===== config.mk =====
export PLATFORM = sky130hd
export DESIGN_NAME = uvmt_cv32e40x_obi_slv_resp
export DESIGN_NICKNAME = d
export VERILOG_FILES = /design/src/rtl/uvmt_cv32e40x_base_test_pkg.sv /design/src/rtl/uvmt_cv32e40x_obi_resp_fifo.sv /design/src/rtl/uvmt_cv32e40x_obi_slv_resp.sv
export SDC_FILE = /design/constraint.sdc
export NUM_CORES = 1
export LEC_CHECK = 0
export CORE_MARGIN = 2
export CORE_UTILIZATION = 46
export DETAILED_ROUTE_END_ITERATION = 10
export GPL_ROUTABILITY_DRIVEN = 0
export HOLD_SLACK_MARGIN = 0.12
export PLACE_DENSITY = 0.88
export SLEW_MARGIN = 10
export SYNTH_ARGS = -nofsm -noshare
export SYNTH_HDL_FRONTEND = slang
export SYNTH_SLANG_ARGS = --single-unit

===== constraint.sdc =====
create_clock -name clk_i -period 3.4 [get_ports clk_i]
set_clock_uncertainty 0.15 [all_clocks]
set_input_delay 0.51 -clock clk_i [delete_from_list [all_inputs] [get_ports clk_i]]
set_output_delay 0.51 -clock clk_i [all_outputs]
set_load 0.005 [all_outputs]

===== src/rtl/uvmt_cv32e40x_base_test_pkg.sv =====
// Shared types for the OBI slave response model: response FIFO entry and status FSM.
package uvmt_cv32e40x_base_test_pkg;

   // Widest OBI data bus the response entry can carry
   localparam int unsigned OBI_MAX_DATA_WIDTH = 64;

   // One queued response: read data (zero for writes) plus access error
   typedef struct packed {
      logic                          err;
      logic [OBI_MAX_DATA_WIDTH-1:0] rdata;
   } obi_resp_entry_t;

   localparam int unsigned OBI_RESP_ENTRY_W = $bits(obi_resp_entry_t);

   // Status FSM: IDLE when nothing is outstanding, BUSY otherwise
   typedef enum logic {
      OBI_SLV_IDLE = 1'b0,
      OBI_SLV_BUSY = 1'b1
   } obi_slv_state_e;

endpackage : uvmt_cv32e40x_base_test_pkg


===== src/rtl/uvmt_cv32e40x_obi_resp_fifo.sv =====
// In-order response FIFO: power-of-two depth, wrapping pointers, occupancy count.
module uvmt_cv32e40x_obi_resp_fifo #(
   parameter int unsigned DEPTH = 4,
   parameter int unsigned WIDTH = 33
) (
   input  logic                   clk_i,
   input  logic                   rst_ni,
   input  logic                   push_i,
   input  logic                   pop_i,
   input  logic [WIDTH-1:0]       data_i,
   output logic                   full_o,
   output logic                   empty_o,
   output logic [WIDTH-1:0]       head_o,
   output logic [$clog2(DEPTH):0] count_o
);

   localparam int unsigned PTR_W = $clog2(DEPTH);
   localparam int unsigned CNT_W = PTR_W + 1;

   logic [WIDTH-1:0] mem_q [DEPTH];
   logic [PTR_W-1:0] wptr_q, wptr_d;
   logic [PTR_W-1:0] rptr_q, rptr_d;
   logic [CNT_W-1:0] cnt_q, cnt_d;
   logic             push_ok;
   logic             pop_ok;

   assign full_o  = (cnt_q == CNT_W'(DEPTH));
   assign empty_o = (cnt_q == '0);
   assign head_o  = mem_q[rptr_q];
   assign count_o = cnt_q;

   // Guard against overflow/underflow even if the caller misbehaves
   assign push_ok = push_i && !full_o;
   assign pop_ok  = pop_i && !empty_o;

   // Next pointers wrap naturally because DEPTH is a power of two
   always_comb begin
      wptr_d = wptr_q;
      rptr_d = rptr_q;
      cnt_d  = cnt_q;
      if (push_ok) wptr_d = wptr_q + PTR_W'(1);
      if (pop_ok)  rptr_d = rptr_q + PTR_W'(1);
      case ({push_ok, pop_ok})
         2'b10:   cnt_d = cnt_q + CNT_W'(1);
         2'b01:   cnt_d = cnt_q - CNT_W'(1);
         default: cnt_d = cnt_q;
      endcase
   end

   // Pointer and count registers
   always_ff @(posedge clk_i or negedge rst_ni) begin
      if (!rst_ni) begin
         wptr_q <= '0;
         rptr_q <= '0;
         cnt_q  <= '0;
      end else begin
         wptr_q <= wptr_d;
         rptr_q <= rptr_d;
         cnt_q  <= cnt_d;
      end
   end

   // Entry storage; contents are only meaningful while counted
   always_ff @(posedge clk_i) begin
      if (push_ok) mem_q[wptr_q] <= data_i;
   end

endmodule : uvmt_cv32e40x_obi_resp_fifo


===== src/rtl/uvmt_cv32e40x_obi_slv_resp.sv =====
// OBI slave responder: grants requests, strobes backing memory, returns responses in order.
module uvmt_cv32e40x_obi_slv_resp
   import uvmt_cv32e40x_base_test_pkg::*;
#(
   parameter int unsigned ADDR_WIDTH = 32,
   parameter int unsigned DATA_WIDTH = 32,
   parameter int unsigned DEPTH      = 4
) (
   input  logic                    clk_i,
   input  logic                    rst_ni,
   input  logic                    req_i,
   input  logic [ADDR_WIDTH-1:0]   addr_i,
   input  logic                    we_i,
   input  logic [DATA_WIDTH/8-1:0] be_i,
   input  logic [DATA_WIDTH-1:0]   wdata_i,
   output logic                    gnt_o,
   output logic                    gntpar_o,
   output logic                    rvalid_o,
   output logic                    rvalidpar_o,
   output logic [DATA_WIDTH-1:0]   rdata_o,
   output logic                    err_o,
   input  logic                    gnt_stall_i,
   input  logic                    rvalid_stall_i,
   output logic                    mem_req_o,
   output logic [ADDR_WIDTH-1:0]   mem_addr_o,
   output logic                    mem_we_o,
   output logic [DATA_WIDTH/8-1:0] mem_be_o,
   output logic [DATA_WIDTH-1:0]   mem_wdata_o,
   input  logic [DATA_WIDTH-1:0]   mem_rdata_i,
   input  logic                    mem_err_i,
   output logic                    busy_o
);

   localparam int unsigned CNT_W = $clog2(DEPTH) + 1;

   obi_resp_entry_t push_entry;
   obi_resp_entry_t head_entry;
   logic            fifo_full;
   logic            fifo_empty;
   logic [CNT_W-1:0] fifo_count;
   logic            accept;
   logic            pop;
   obi_slv_state_e  state_q, state_d;

   // Grant uses start-of-cycle fullness, so a same-cycle pop never frees a slot early
   assign gnt_o    = rst_ni && req_i && !fifo_full && !gnt_stall_i;
   assign gntpar_o = !gnt_o;
   assign accept   = req_i && gnt_o;

   // Backing memory sees the accepted request in the same cycle
   assign mem_req_o   = accept;
   assign mem_addr_o  = addr_i;
   assign mem_we_o    = we_i;
   assign mem_be_o    = be_i;
   assign mem_wdata_o = wdata_i;

   // Writes return zero data; the error flag is captured for both directions
   assign push_entry.err   = mem_err_i;
   assign push_entry.rdata = we_i ? '0 : OBI_MAX_DATA_WIDTH'(mem_rdata_i);

   // No rready on this OBI flavour: every presented response is consumed
   assign rvalid_o    = rst_ni && !fifo_empty && !rvalid_stall_i;
   assign rvalidpar_o = !rvalid_o;
   assign pop         = rvalid_o;
   assign rdata_o     = rvalid_o ? DATA_WIDTH'(head_entry.rdata) : '0;
   assign err_o       = rvalid_o && head_entry.err;

   // Pad bits above DATA_WIDTH are never presented
   if (DATA_WIDTH < OBI_MAX_DATA_WIDTH) begin : g_pad
      logic unused_pad_c;
      assign unused_pad_c = |head_entry.rdata[OBI_MAX_DATA_WIDTH-1:DATA_WIDTH];
   end

   uvmt_cv32e40x_obi_resp_fifo #(
      .DEPTH (DEPTH),
      .WIDTH (OBI_RESP_ENTRY_W)
   ) u_resp_fifo (
      .clk_i   (clk_i),
      .rst_ni  (rst_ni),
      .push_i  (accept),
      .pop_i   (pop),
      .data_i  (push_entry),
      .full_o  (fifo_full),
      .empty_o (fifo_empty),
      .head_o  (head_entry),
      .count_o (fifo_count)
   );

   // Status next-state: leave IDLE on any push, return when the last entry drains
   always_comb begin
      state_d = state_q;
      case (state_q)
         OBI_SLV_IDLE: if (accept) state_d = OBI_SLV_BUSY;
         OBI_SLV_BUSY: if (pop && !accept && (fifo_count == CNT_W'(1))) state_d = OBI_SLV_IDLE;
         default:      state_d = OBI_SLV_IDLE;
      endcase
   end

   // Status state register
   always_ff @(posedge clk_i or negedge rst_ni) begin
      if (!rst_ni) state_q <= OBI_SLV_IDLE;
      else         state_q <= state_d;
   end

   assign busy_o = (state_q == OBI_SLV_BUSY);

endmodule : uvmt_cv32e40x_obi_slv_resp


==> impl_metrics.tcl <==
set metrics [dict create \
    antenna_left 0 \
    ctsResizeCount 0 \
    outcome "complete, no violations" \
    globalRouteMet3Util_pct 6.06 \
    slew_headroom_pct 70.1 \
    finalSetupViolations 0 \
    path_class "flip-flop to output port" \
    clk_pin_slew_ns 0.06 \
    timing.final.ws_setup_ns 0.245 \
    insertion_delay_ns 0.41 \
    cts_max_path_buffers 2 \
    drt_iter0_markers 161 \
    hp-class "input pin to asynchronous set/reset pin" \
    fin_hold_ws_ns 0.291 \
    yosys.area_share.xor_xnor_pct 0.832 \
    htreeDepth 4 \
    ys_seq_area_share_pct 65.9 \
    cts-buffers-inserted 17 \
    crit_path_max_fanout 13 \
    power.total_mw 5.45 \
    grt_usage_pct 19.2 \
    synthMuxAreaShare_pct 12.4 \
    final_max_slew_viol_count 0 \
    max_freq_ghz 0.317 \
    die_x_um 121 \
    p_leak_nw 2.53 \
    place_inst 548 \
    wl_um 13500 \
    cts_sinks 140 \
    stdcell_area_um2 7470 \
    required_ns 2.74 \
    grt_max_degree 33 \
    place_area_um2 6820 \
    busiest_layer "met2" \
    postSynthCellCount 365 \
    core-area_um2 13300 \
    grt_pass1_wl_um 19700 \
    row_count 42 \
    antenna_cells 0 \
    first_pass_iters 4 \
    vias 3067 \
    die_y_um 121 \
    dieArea_um2 14700 \
    arrival_ns 2.49 \
    syn_area_um2 6310 \
    yosysTopAreaCell "edfxtp_1" \
    worstMarginPinSlew_ns 0.448 \
    synth-seq-cells 140 \
    yosysWarnings 0 \
    synth_top_family_by_area "multiplexers" \
    hold_viol 0 \
    period_share_pct 92.8 \
    cts_tree "done" \
    route.detailed.drc 0 \
    port_buffers 78 \
    synth_top_area_share_pct 62.8 \
    grt_use_met2_pct 32.9 \
    synth_compound_area_share_pct 0.218 \
    fin_cells 579 \
    setup_tns_ns 0 \
    post_drt_via_cell_ratio 5.30 \
    synth_most_common_cell "edfxtp_1" \
    postCtsSetupRepairBufs 0 \
    pin_count 215 \
    cts-root-buf "clkbuf_16" \
    overflow 0 \
    post-place-ws_ns 0.400 \
    final_util_pct 56.0 \
    start_util_pct 47.3 \
    yosys-top-cells-count "132 x edfxtp_1, 70 x buf_4, 63 x nor2b_1" \
    ys.flop_type "edfxtp_1" \
    maxCapViolCount 0 \
    yosys.area_share.simple_pct 8.06 \
    critPathCaptureType "output port" \
    holdBufCountCts 0 \
    period_minus_slack_ns 3.15 \
    vdd_drop_max_uv 343 \
    layout-drive-gt1-share_pct 19.9 \
    yosysUniqueCellTypes 25 \
    cp-start-kind "flip-flop" \
    hpwl_um 9080 \
    synth_area_leaders "edfxtp_1 63%, mux4_2 10%, buf_4 8.3%" \
    rsz0062_at_grt "no" \
    cellPowerDensity_nw_per_um2 729 \
    synth.avg_cell_area_um2 17.3 \
    use_met1_pct 20.1 \
    synth_fa_ha_area_share_pct 1.78 \
    wl_per_cell_um 23.4 \
    async_flop_share_pct 5.71 \
    fin_nets 507 \
    synth_edf_count 132 \
    syn_nets 481 \
    grt_pass1_vias 3213 \
    syn_to_final_growth_pct 18.4 \
    grt_antenna_before_repair 0 \
]
cell type report:
type / instances / area [um^2]
Clock buffer: 20 / 437
Clock inverter: 11 / 215
Fill cell: 1025 / 5870
Inverter: 9 / 33.8
Multi-Input combinational cell: 131 / 1480
Sequential cell: 140 / 4170
Tap cell: 176 / 220
Timing Repair Buffer: 92 / 923
layer usage:
metal / up-vias / share of wire, %
li1: 1322 / -
met5: - / 0
met1: 1553 / 35
met3: 54 / 6.3
met4: 0 / 6.5
met2: 138 / 52
worst max-delay path: stages, from the launching register on:
cell and delay [ns]:
dfrtp_2 0.48, buf_4 0.33, mux4_1 0.65, nor2b_1 0.16, clkdlybuf4s50_1 0.46
flip-flops by register name (all words and copies together) (netlist names):
register             flops
u_resp_fifo.rptr_q       2
busy_o                   1
u_resp_fifo.count_o      3
u_resp_fifo.wptr_q       2
u_resp_fifo.mem_q      132
layout by cell type (no fill, tap or decap):
cell type / count
and2_2: 4
and4b_1: 2
buf_12: 3
buf_4: 11
bufinv_16: 6
clkbuf_1: 3
clkbuf_16: 17
clkdlybuf4s50_1: 78
clkinv_2: 2
clkinv_4: 1
clkinvlp_4: 1
dfrtp_1: 6
dfrtp_2: 2
edfxtp_1: 132
ha_1: 9
inv_1: 9
inv_6: 1
mux2_2: 1
mux2i_1: 1
mux4_1: 5
mux4_2: 28
nand2_1: 3
nand2b_1: 2
nand2b_2: 1
nand4b_1: 1
nor2_1: 1
nor2b_1: 63
nor2b_4: 2
o21ai_0: 1
o41ai_1: 1
xnor2_1: 5
xor2_1: 1
final timing paths:
check                                        from                  endpoint  slack (ns)  cells after the start
setup / recovery            u_resp_fifo.rptr_q[0]                rdata_o[0]        0.25                      4
hold / removal                             rst_ni    u_resp_fifo.count_o[2]        0.29                      2
setup reg to reg           u_resp_fifo.count_o[0]  u_resp_fifo.mem_q[1][13]        1.13                      6
hold reg to reg                            busy_o                    busy_o        0.38                      2
max in group asynchronous                  rst_ni     u_resp_fifo.rptr_q[0]        2.65                      2
min in group clk_i                         busy_o                    busy_o        0.38                      2
cell families after synthesis:
kind of cell	Yosys count
compound gates	2
xor+xnor	6
mux	35
buf+inv	94
flops	140
fa+ha+maj	9
simple gates	79
power breakdown:
part	switching [mW]	total, mW	internal (mW)
clock	0.675	2.05	1.37
combinational	0.508	1.25	0.746
sequential	0.121	2.15	2.03
total	1.30	5.45	4.15
Note: power is estimated with default switching activity, not from simulation.
